<file path="config.mk">
export PLATFORM = sky130hd
export DESIGN_NAME = control_unit
export DESIGN_NICKNAME = d
export VERILOG_FILES = /design/src/rtl/control_unit.sv
export SDC_FILE = /design/constraint.sdc
export NUM_CORES = 1
export LEC_CHECK = 0
export ABC_CLOCK_PERIOD_IN_PS = 1700
export CORE_MARGIN = 3
export CORE_UTILIZATION = 32
export CTS_CLUSTER_DIAMETER = 150
export DETAILED_ROUTE_END_ITERATION = 12
export PLACE_DENSITY = 0.77
export SYNTH_ARGS = -nofsm -noshare
export SYNTH_HDL_FRONTEND = slang
export SYNTH_SLANG_ARGS = --single-unit
</file>
<file path="constraint.sdc">
create_clock -name clk -period 1.7 [get_ports clk]
set_input_delay 0.17 -clock clk [delete_from_list [all_inputs] [get_ports clk]]
set_output_delay 0.17 -clock clk [all_outputs]
set_load 0.01 [all_outputs]
</file>
<file path="src/rtl/control_unit.sv">
// Instruction-sequencing FSM for the 8-bit accumulator CPU: decodes the opcode
// and Z flag and drives every datapath strobe as a decode of the registered state.
`timescale 1ns/1ps
module control_unit (
    input  logic       clk,
    input  logic       rst,
    input  logic [3:0] IrToCU,
    input  logic [4:0] DiToCU,
    input  logic [2:0] CznToCU,
    output logic       pcInc,
    output logic       pcLoadEn,
    output logic       diLoadEn,
    output logic       irWriteEn,
    output logic       trWriteEn,
    output logic       aRegWriteEn,
    output logic       bRegWriteEn,
    output logic       aluResWriteEn,
    output logic       accumulatorWriteEn,
    output logic       memoryWriteEn,
    output logic       ldCZN,
    output logic       PcOrTR,
    output logic       regOrMem,
    output logic       RegBOr0,
    output logic       RegAOr0,
    output logic       CC,
    output logic [1:0] aluOpControl,
    output logic [1:0] accAddressSel
);

    typedef enum logic [3:0] {
        IDLE   = 4'd0,
        FETCH  = 4'd1,
        DECODE = 4'd2,
        ADDR   = 4'd3,
        BRANCH = 4'd4,
        MEMRD  = 4'd5,
        ACCRD  = 4'd6,
        EXEC   = 4'd7,
        WBACC  = 4'd8,
        WBMEM  = 4'd9
    } stateT;

    stateT state;
    stateT nextState;

    logic isSel;
    logic isRegOp;
    logic isJump;
    logic isJz;
    logic isStm;
    logic isLdm;
    logic isAnm;
    logic isMov;
    logic isAdc;
    logic isNot;

    // DI and the N/C flags are carried for the datapath only; the sequencer ignores them.
    logic unusedInputs;
    assign unusedInputs = ^{DiToCU, CznToCU[2], CznToCU[0]};

    assign isSel   = (IrToCU == 4'b1110);
    assign isMov   = (IrToCU == 4'b1100);
    assign isAdc   = (IrToCU == 4'b1101);
    assign isNot   = (IrToCU == 4'b1111);
    assign isRegOp = isMov | isAdc | isNot;
    assign isJump  = (IrToCU[3:2] == 2'b10);
    assign isJz    = (IrToCU[3:1] == 3'b101);
    assign isLdm   = (IrToCU[3:1] == 3'b000);
    assign isStm   = (IrToCU[3:1] == 3'b001);
    assign isAnm   = (IrToCU[3:1] == 3'b011);

    always_ff @(posedge clk or negedge rst) begin
        if (!rst) begin
            state <= IDLE;
        end else begin
            state <= nextState;
        end
    end

    always_comb begin
        nextState = IDLE;
        case (state)
            IDLE:    nextState = FETCH;
            FETCH:   nextState = DECODE;
            DECODE: begin
                if (isSel)        nextState = FETCH;
                else if (isRegOp) nextState = ACCRD;
                else              nextState = ADDR;
            end
            ADDR: begin
                if (isJump)      nextState = BRANCH;
                else if (isStm)  nextState = ACCRD;
                else             nextState = MEMRD;
            end
            BRANCH:  nextState = FETCH;
            MEMRD:   nextState = EXEC;
            ACCRD:   nextState = EXEC;
            EXEC:    nextState = isStm ? WBMEM : WBACC;
            WBACC:   nextState = FETCH;
            WBMEM:   nextState = FETCH;
            default: nextState = IDLE;
        endcase
    end

    always_comb begin
        pcInc              = 1'b0;
        pcLoadEn           = 1'b0;
        diLoadEn           = 1'b0;
        irWriteEn          = 1'b0;
        trWriteEn          = 1'b0;
        aRegWriteEn        = 1'b0;
        bRegWriteEn        = 1'b0;
        aluResWriteEn      = 1'b0;
        accumulatorWriteEn = 1'b0;
        memoryWriteEn      = 1'b0;
        ldCZN              = 1'b0;
        PcOrTR             = 1'b0;
        regOrMem           = 1'b0;
        RegBOr0            = 1'b0;
        RegAOr0            = 1'b0;
        CC                 = 1'b0;
        aluOpControl       = 2'b00;
        accAddressSel      = 2'b00;
        case (state)
            FETCH: begin
                PcOrTR    = 1'b1;
                irWriteEn = 1'b1;
                pcInc     = 1'b1;
            end
            DECODE: begin
                if (isSel) begin
                    diLoadEn = 1'b1;
                end else if (isRegOp) begin
                    accAddressSel = 2'b01;
                    aRegWriteEn   = 1'b1;
                end
            end
            ADDR: begin
                PcOrTR    = 1'b1;
                trWriteEn = 1'b1;
                pcInc     = 1'b1;
            end
            BRANCH: begin
                // JZ tests the Z flag left by the previous flag-setting instruction.
                pcLoadEn = isJump & (~isJz | CznToCU[1]);
            end
            MEMRD: begin
                bRegWriteEn   = 1'b1;
                aRegWriteEn   = 1'b1;
            end
            ACCRD: begin
                regOrMem      = 1'b1;
                bRegWriteEn   = 1'b1;
                accAddressSel = isRegOp ? 2'b10 : 2'b00;
            end
            EXEC: begin
                aluResWriteEn = 1'b1;
                ldCZN         = ~isStm;
                RegAOr0       = isLdm | isMov | isStm;
                CC            = isAdc;
                if (isAnm)      aluOpControl = 2'b01;
                else if (isNot) aluOpControl = 2'b10;
            end
            WBACC: begin
                accumulatorWriteEn = 1'b1;
                accAddressSel      = isRegOp ? 2'b01 : 2'b00;
            end
            WBMEM: begin
                memoryWriteEn = 1'b1;
            end
            default: ;
        endcase
    end

endmodule
</file>
==> results of run 1 <==
[stage by stage]
stage	instance area [um^2]	hold slack, ns
after CTS	830	0.123
after global routing	846	0.120
final	846	0.133
after detailed placement	828	0.377
after floorplan	454	-0.126
after global placement	828	0.376
[final cells by class]
class,instances,share of cell area (%)
Timing Repair Buffer,44,39.6
Inverter,5,2.22
Clock buffer,3,2.66
Sequential cell,4,12.0
Multi-Input combinational cell,52,41.4
Tap cell,14,2.07
[worst max-delay path: stages (launching register included)]
cell and delay [ns]:
dfrtp_1 0.39, or4b_4 0.55, nor3_2 0.16, buf_2 0.15
[timing repair]
item                       4_1_cts  5_1_grt
pin swaps                        1        2
resized for setup               47       23
hold endpoints to repair         0        0
setup endpoints to repair       19       14
gates cloned                     0        0
[logic make-up after synthesis]
logic type,after synthesis,share of synthesized area (%)
simple gates,36,42.7
compound gates,14,20.4
buf+inv,11,12.1
flops,4,22.0
xor+xnor,1,1.93
other cells,1,0.826
[cells in the final DEF (no fill, tap or decap), types with 2 or more instances in the layout]
cell type         n
a21oi_1           5
buf_2             5
buf_4            19
clkbuf_2          6
clkbuf_4          3
clkdlybuf4s15_1   2
clkdlybuf4s50_1   2
dfrtp_1           3
dlygate4sd2_1     6
dlymetal6s2s_1    2
inv_1             4
nand2_1           5
nand3_1           2
nor2_1            8
nor3_1            2
nor3_2            3
nor4_1            2
nor4_2            2
o21ai_0           4
[where the power goes]
group / total, mW / switching (mW) / internal (mW)
combinational: 0.970 / 0.496 / 0.474
clock: 0.114 / 0.0354 / 0.0787
sequential: 0.198 / 0.0518 / 0.146
total: 1.28 / 0.583 / 0.699
[per-layer routing]
| layer | vias up | GRT usage, % | share of wire (%) |
|---|---|---|---|
| li1 | 314 | - | - |
| met1 | 268 | 21.2 | 43 |
| met2 | 18 | 25.0 | 50 |
| met3 | 2 | 2.90 | 6.0 |
| met4 | 0 | 12.7 | 0.67 |
| met5 | - | 0 | 0 |
[worst min-delay path by stage]
| stage | endpoint | slack [ns] |
|---|---|---|
| final | state[3] | 0.13 |
| after CTS | state[3] | 0.12 |
| after detailed placement | state[3] | 0.38 |
| after floorplan | state[0] | -0.13 |
| after global routing | state[1] | 0.12 |
| after global placement | state[3] | 0.38 |
==> impl_metrics.prom, run 1 <==
# TYPE chip_impl_metric gauge
chip_impl_metric{name="ant_nets",unit=""} 0
chip_impl_info{name="grt_setup_unrepaired",value="true"} 1
chip_impl_metric{name="yosys.cell_types.count",unit=""} 29
chip_impl_metric{name="die_height",unit="um"} 43.7
chip_impl_metric{name="initial_utilization",unit="%"} 37.3
chip_impl_info{name="clock_tree_from_tritoncts",value="built"} 1
chip_impl_metric{name="final_layout_setup_total_negative_slack",unit="ns"} 0
chip_impl_metric{name="synth_seq_area_share",unit="%"} 22.0
chip_impl_metric{name="synthToLayoutAreaGrowth",unit="%"} 86.2
chip_impl_metric{name="power_density_relative_to_cell_area",unit="nW/um^2"} 1520
chip_impl_metric{name="number_of_synthesized_flops_with_an_enable_pin",unit=""} 0
chip_impl_metric{name="synth_nets",unit=""} 81
chip_impl_info{name="max_flop_register",value="state"} 1
chip_impl_metric{name="fin_skew",unit="ns"} 0.00152
chip_impl_metric{name="largest_net_degree_at_the_start_of_global_routing",unit=""} 12
chip_impl_metric{name="timing.critical_path.fanout_max",unit=""} 3
chip_impl_info{name="worst_setup_path_endpoint",value="pcLoadEn"} 1
chip_impl_metric{name="via_per_inst",unit=""} 4.93
chip_impl_metric{name="die-area",unit="um^2"} 1910
chip_impl_info{name="setup.worst_path.start_class",value="flop"} 1
chip_impl_metric{name="cts_max_path_buffers",unit=""} 2
chip_impl_metric{name="cts_made_buffers",unit=""} 3
chip_impl_metric{name="async_flop_share",unit="%"} 100
chip_impl_metric{name="cts_sinks",unit=""} 4
chip_impl_metric{name="ioPinCount",unit=""} 34
chip_impl_metric{name="drt_first_pass_iters",unit=""} 4
chip_impl_metric{name="largest_register_ffs",unit=""} 4
chip_impl_metric{name="clock.fmax",unit="MHz"} 606
chip_impl_metric{name="finalWeightedCongestion",unit=""} 0.807
chip_impl_metric{name="buffer_ports.inserted",unit=""} 25
chip_impl_metric{name="number_of_h_tree_branching_levels",unit=""} 1
chip_impl_metric{name="flip_flop_and_latch_count_after_synthesis",unit=""} 4
chip_impl_metric{name="place.detailed.instances",unit=""} 119
chip_impl_metric{name="synthCells",unit=""} 67
chip_impl_info{name="run_status",value="complete, no violations"} 1
chip_impl_metric{name="power_leakage",unit="nW"} 0.429
chip_impl_metric{name="timing.reg2reg.worst_path_depth",unit=""} 6
chip_impl_metric{name="core",unit="um^2"} 1220
chip_impl_info{name="synth_common_cells",value="9 x nor2_1, 5 x a21oi_1, 5 x inv_1, 5 x nand2_1, 5 x nor3_1"} 1
chip_impl_metric{name="wl_per_cell",unit="um"} 12.3
chip_impl_info{name="min_path_type",value="primary input to async pin"} 1
chip_impl_metric{name="ir_worst_vdd",unit="uV"} 1090
chip_impl_metric{name="dp.final_hpwl",unit="mm"} 1.14
chip_impl_info{name="worst_setup_path_startpoint",value="state[0]"} 1
chip_impl_info{name="crit_type",value="flop to output pin"} 1
chip_impl_metric{name="final_max_slew_viol_count",unit=""} 0
chip_impl_metric{name="final_core_util",unit="%"} 69.5
chip_impl_metric{name="n_fill_cell",unit=""} 106
chip_impl_info{name="cts.root.buffer_cell",value="clkbuf_4"} 1
chip_impl_metric{name="drc",unit=""} 0
chip_impl_metric{name="cts_setup_buffers",unit=""} 0
chip_impl_metric{name="final_hold_vio_count",unit=""} 0
chip_impl_metric{name="syn_avg_cell_area",unit="um^2"} 6.78
chip_impl_info{name="timing.rr.start",value="state[1]"} 1
chip_impl_metric{name="clk_transition_reported_paths",unit="ns"} 0.04
chip_impl_info{name="netlist_top_cells_area",value="dfrtp_1 22%, nor2_1 7.4%, a21oi_1 5.5%"} 1
chip_impl_metric{name="power",unit="mW"} 1.28
chip_impl_metric{name="globalRouteOverflowTotal",unit=""} 0
chip_impl_metric{name="finalWorstPathRequiredPeriod",unit="ns"} 1.65
chip_impl_metric{name="period_utilization_post_route",unit="%"} 97.1
chip_impl_metric{name="fin_ws",unit="ns"} 0.0501
chip_impl_info{name="timing.rr.end",value="state[0]"} 1
chip_impl_metric{name="timing.critical_path.arrival",unit="ns"} 1.48
chip_impl_metric{name="clock_insertion_delay_worst_skew",unit="ns"} 0.23
chip_impl_metric{name="nNetsFinal",unit=""} 124
chip_impl_info{name="largestRegisters",value="state (4)"} 1
chip_impl_metric{name="cts_hold_buffers",unit=""} 0
chip_impl_metric{name="diodes",unit=""} 0
chip_impl_metric{name="fp.dieW",unit="um"} 43.7
chip_impl_metric{name="vias",unit=""} 602
chip_impl_metric{name="timing.critical_path.required",unit="ns"} 1.53
chip_impl_metric{name="grt_pass1_vias",unit=""} 569
chip_impl_metric{name="setup_viol",unit=""} 0
chip_impl_metric{name="wirelength",unit="mm"} 1.50
chip_impl_metric{name="post_route_cells_drive_above_1_share",unit="%"} 47.2
chip_impl_metric{name="multiInputGateArea",unit="um^2"} 350
chip_impl_info{name="synth_top_area_cell",value="dfrtp_1"} 1
chip_impl_metric{name="first_iter_violations",unit=""} 12
chip_impl_metric{name="maxCapViolCount",unit=""} 0
chip_impl_metric{name="fp-row-count",unit=""} 12
chip_impl_metric{name="synth_largest_type_area_fraction",unit="%"} 22.0
chip_impl_metric{name="grt_pass1_wl",unit="mm"} 2.39
chip_impl_info{name="yosys_most_used_dff",value="dfrtp_1"} 1
chip_impl_metric{name="number_of_antenna_violations_at_the_first_check_in_global_routing",unit=""} 0
chip_impl_metric{name="yosys_warnings",unit=""} 0
chip_impl_metric{name="timing.reg2reg.setup_slack",unit="ns"} 0.20
chip_impl_metric{name="grt_use_total",unit="%"} 16.8
chip_impl_metric{name="dp_worst_setup_slack",unit="ns"} -0.462
chip_impl_metric{name="area.sequential",unit="um^2"} 101
chip_impl_metric{name="final-instance-count-excl-fill",unit=""} 122
chip_impl_metric{name="post_synth_instance_area",unit="um^2"} 454
chip_impl_info{name="synth_most_common_cell",value="nor2_1"} 1
chip_impl_info{name="worstSetupEndpointType",value="output pin"} 1
Note: power is estimated with default switching activity, not from simulation.
==> inputs of run 2 (changes only) <==
--- a/config.mk
+++ b/config.mk
@@ -6,11 +6,11 @@
 export NUM_CORES = 1
 export LEC_CHECK = 0
 export ABC_CLOCK_PERIOD_IN_PS = 1700
-export CORE_MARGIN = 3
 export CORE_UTILIZATION = 32
 export CTS_CLUSTER_DIAMETER = 150
 export DETAILED_ROUTE_END_ITERATION = 12
 export PLACE_DENSITY = 0.77
+export RECOVER_POWER = 25
 export SYNTH_ARGS = -nofsm -noshare
 export SYNTH_HDL_FRONTEND = slang
 export SYNTH_SLANG_ARGS = --single-unit
==> impl_metrics.prom, run 2 (synthesis results as in run 1) <==
# TYPE chip_impl_metric gauge
chip_impl_info{name="run_status",value="complete, no violations"} 1
chip_impl_metric{name="finalWorstPathRequiredPeriod",unit="ns"} 1.68
chip_impl_info{name="max_flop_register",value="state"} 1
chip_impl_metric{name="grt_pass1_wl",unit="mm"} 2.03
chip_impl_metric{name="die_height",unit="um"} 39.7
chip_impl_metric{name="cts_made_buffers",unit=""} 3
chip_impl_metric{name="period_utilization_post_route",unit="%"} 99.1
chip_impl_metric{name="cts_max_path_buffers",unit=""} 2
chip_impl_metric{name="clk_transition_reported_paths",unit="ns"} 0.04
chip_impl_info{name="worstSetupEndpointType",value="output pin"} 1
chip_impl_info{name="commonest_non_fill_non_tap_cell_in_the_layout",value="buf_4"} 1
chip_impl_metric{name="place.detailed.instances",unit=""} 118
chip_impl_metric{name="dp.final_hpwl",unit="mm"} 1.07
chip_impl_metric{name="synthToLayoutAreaGrowth",unit="%"} 78.0
chip_impl_metric{name="number_of_h_tree_branching_levels",unit=""} 1
chip_impl_info{name="critPathSlowestCell",value="dfrtp_1"} 1
chip_impl_metric{name="via_per_inst",unit=""} 4.93
chip_impl_metric{name="ant_nets",unit=""} 0
chip_impl_metric{name="fin_skew",unit="ns"} 0.00101
chip_impl_metric{name="globalRouteOverflowTotal",unit=""} 0
chip_impl_metric{name="critical_path.max_stage_delay",unit="ns"} 0.40
chip_impl_metric{name="largest_net_degree_at_the_start_of_global_routing",unit=""} 12
chip_impl_metric{name="dp_worst_setup_slack",unit="ns"} -0.508
chip_impl_metric{name="post_route_cells_drive_above_1_share",unit="%"} 42.6
chip_impl_info{name="most-common-layout-cells",value="18 x buf_4, 9 x clkbuf_2, 8 x nor2_1"} 1
chip_impl_metric{name="clock_insertion_delay_worst_skew",unit="ns"} 0.23
chip_impl_info{name="setup.worst_path.start_class",value="flop"} 1
chip_impl_metric{name="drt_first_pass_iters",unit=""} 5
chip_impl_info{name="cell_breakdown_of_the_critical_path",value="buf_6 > or3_4 > o22a_1 > nor2_1 > buf_2"} 1
chip_impl_metric{name="buffer_ports.inserted",unit=""} 25
chip_impl_metric{name="power_leakage",unit="nW"} 0.420
chip_impl_metric{name="wirelength",unit="mm"} 1.41
chip_impl_metric{name="grt_pass1_vias",unit=""} 493
chip_impl_metric{name="number_of_antenna_violations_at_the_first_check_in_global_routing",unit=""} 0
chip_impl_metric{name="core",unit="um^2"} 1320
chip_impl_metric{name="ioPinCount",unit=""} 34
chip_impl_metric{name="initial_utilization",unit="%"} 34.5
chip_impl_info{name="crit_type",value="flop to output pin"} 1
chip_impl_metric{name="setup_viol",unit=""} 0
chip_impl_metric{name="timing.critical_path.arrival",unit="ns"} 1.51
chip_impl_metric{name="finalWeightedCongestion",unit=""} 0.869
chip_impl_metric{name="largest_register_ffs",unit=""} 4
chip_impl_metric{name="timing.critical_path.required",unit="ns"} 1.53
chip_impl_metric{name="grt_use_total",unit="%"} 19.1
chip_impl_info{name="grt_setup_unrepaired",value="true"} 1
chip_impl_info{name="min_path_type",value="primary input to async pin"} 1
chip_impl_metric{name="first_iter_violations",unit=""} 6
chip_impl_metric{name="ir_worst_vdd",unit="uV"} 880
chip_impl_metric{name="fp.dieW",unit="um"} 39.7
chip_impl_metric{name="cts_hold_buffers",unit=""} 0
chip_impl_metric{name="timing.critical_path.fanout_max",unit=""} 3
chip_impl_metric{name="nNetsFinal",unit=""} 124
chip_impl_metric{name="final-instance-count-excl-fill",unit=""} 123
chip_impl_metric{name="drc",unit=""} 0
chip_impl_info{name="cts.root.buffer_cell",value="clkbuf_4"} 1
chip_impl_metric{name="vias",unit=""} 606
chip_impl_metric{name="fin_ws",unit="ns"} 0.0157
chip_impl_metric{name="power_density_relative_to_cell_area",unit="nW/um^2"} 1560
chip_impl_info{name="clock_tree_from_tritoncts",value="built"} 1
chip_impl_metric{name="diodes",unit=""} 0
chip_impl_metric{name="wl_per_cell",unit="um"} 11.4
chip_impl_metric{name="cts_sinks",unit=""} 4
chip_impl_metric{name="clock.fmax",unit="MHz"} 594
chip_impl_info{name="largestRegisters",value="state (4)"} 1
chip_impl_metric{name="final_hold_vio_count",unit=""} 0
chip_impl_metric{name="final_max_slew_viol_count",unit=""} 0
chip_impl_metric{name="maxCapViolCount",unit=""} 0
chip_impl_metric{name="fp-row-count",unit=""} 13
chip_impl_metric{name="die-area",unit="um^2"} 1570
==> run 2: metrics by stage <==
step	setup TNS [ns]	total power, mW	utilization (%)	cell area [um^2]	hold WS, ns
6_report	0	1.26	61.3	808	0.202
4_1_cts	0	1.21	61.8	815	0.129
3_5_place_dp	-2.78	1.16	61.8	815	0.379
3_3_place_gp	-2.49	1.14	61.8	815	0.375
5_1_grt	-0.0807	1.36	61.3	808	0.217
2_1_floorplan	0	0.696	-	454	-0.126
==> run 2: power breakdown <==
group | switching [mW] | internal, mW
Combinational | 0.492 | 0.473
Clock | 0.0365 | 0.0788
Sequential | 0.0370 | 0.144
==> run 2: cell type report <==
cell class | instances | area [um^2]
Clock buffer | 3 | 22.5
Fill cell | 131 | 509
Inverter | 5 | 18.8
Multi-Input combinational cell | 52 | 323
Sequential cell | 4 | 100
Tap cell | 15 | 18.8
Timing Repair Buffer | 44 | 325
==> run 2: per-layer routing <==
metal	up-vias	track usage (%)	share of wire, %
met1	272	26.8	48
met5	-	0	0
li1	313	-	-
met3	2	0	3.3
met4	0	13.8	1.3
met2	19	27.9	48
==> run 2: repair_timing <==
action / CTS / global route
setup endpoints to repair: 19 / 15
pin swaps: 0 / 4
gates resized for setup: 42 / 24
buffers inserted: 0 / 2
==> run 2: worst paths after layout <==
kind,end,slack (ns),start,depth (start not counted)
worst max register to register,state[0],0.21,state[1],6
max in group asynchronous,state[2],1.34,rst,1
worst max-delay path,aRegWriteEn,0.02,state[2],5
min in group clk,state[0],0.54,IrToCU[2],4
worst min register to register,state[2],0.62,state[3],2
worst min-delay path,state[0],0.20,rst,1
==> run 2: worst max-delay path: cells and delay by family (launching register included) <==
| kind | cells | cell delay (ns) |
|---|---|---|
| buffers and inverters | 2 | 0.26 |
| AOI/OAI and AO/OA | 1 | 0.17 |
| and+or+nand+nor | 2 | 0.45 |
| DFF | 1 | 0.40 |
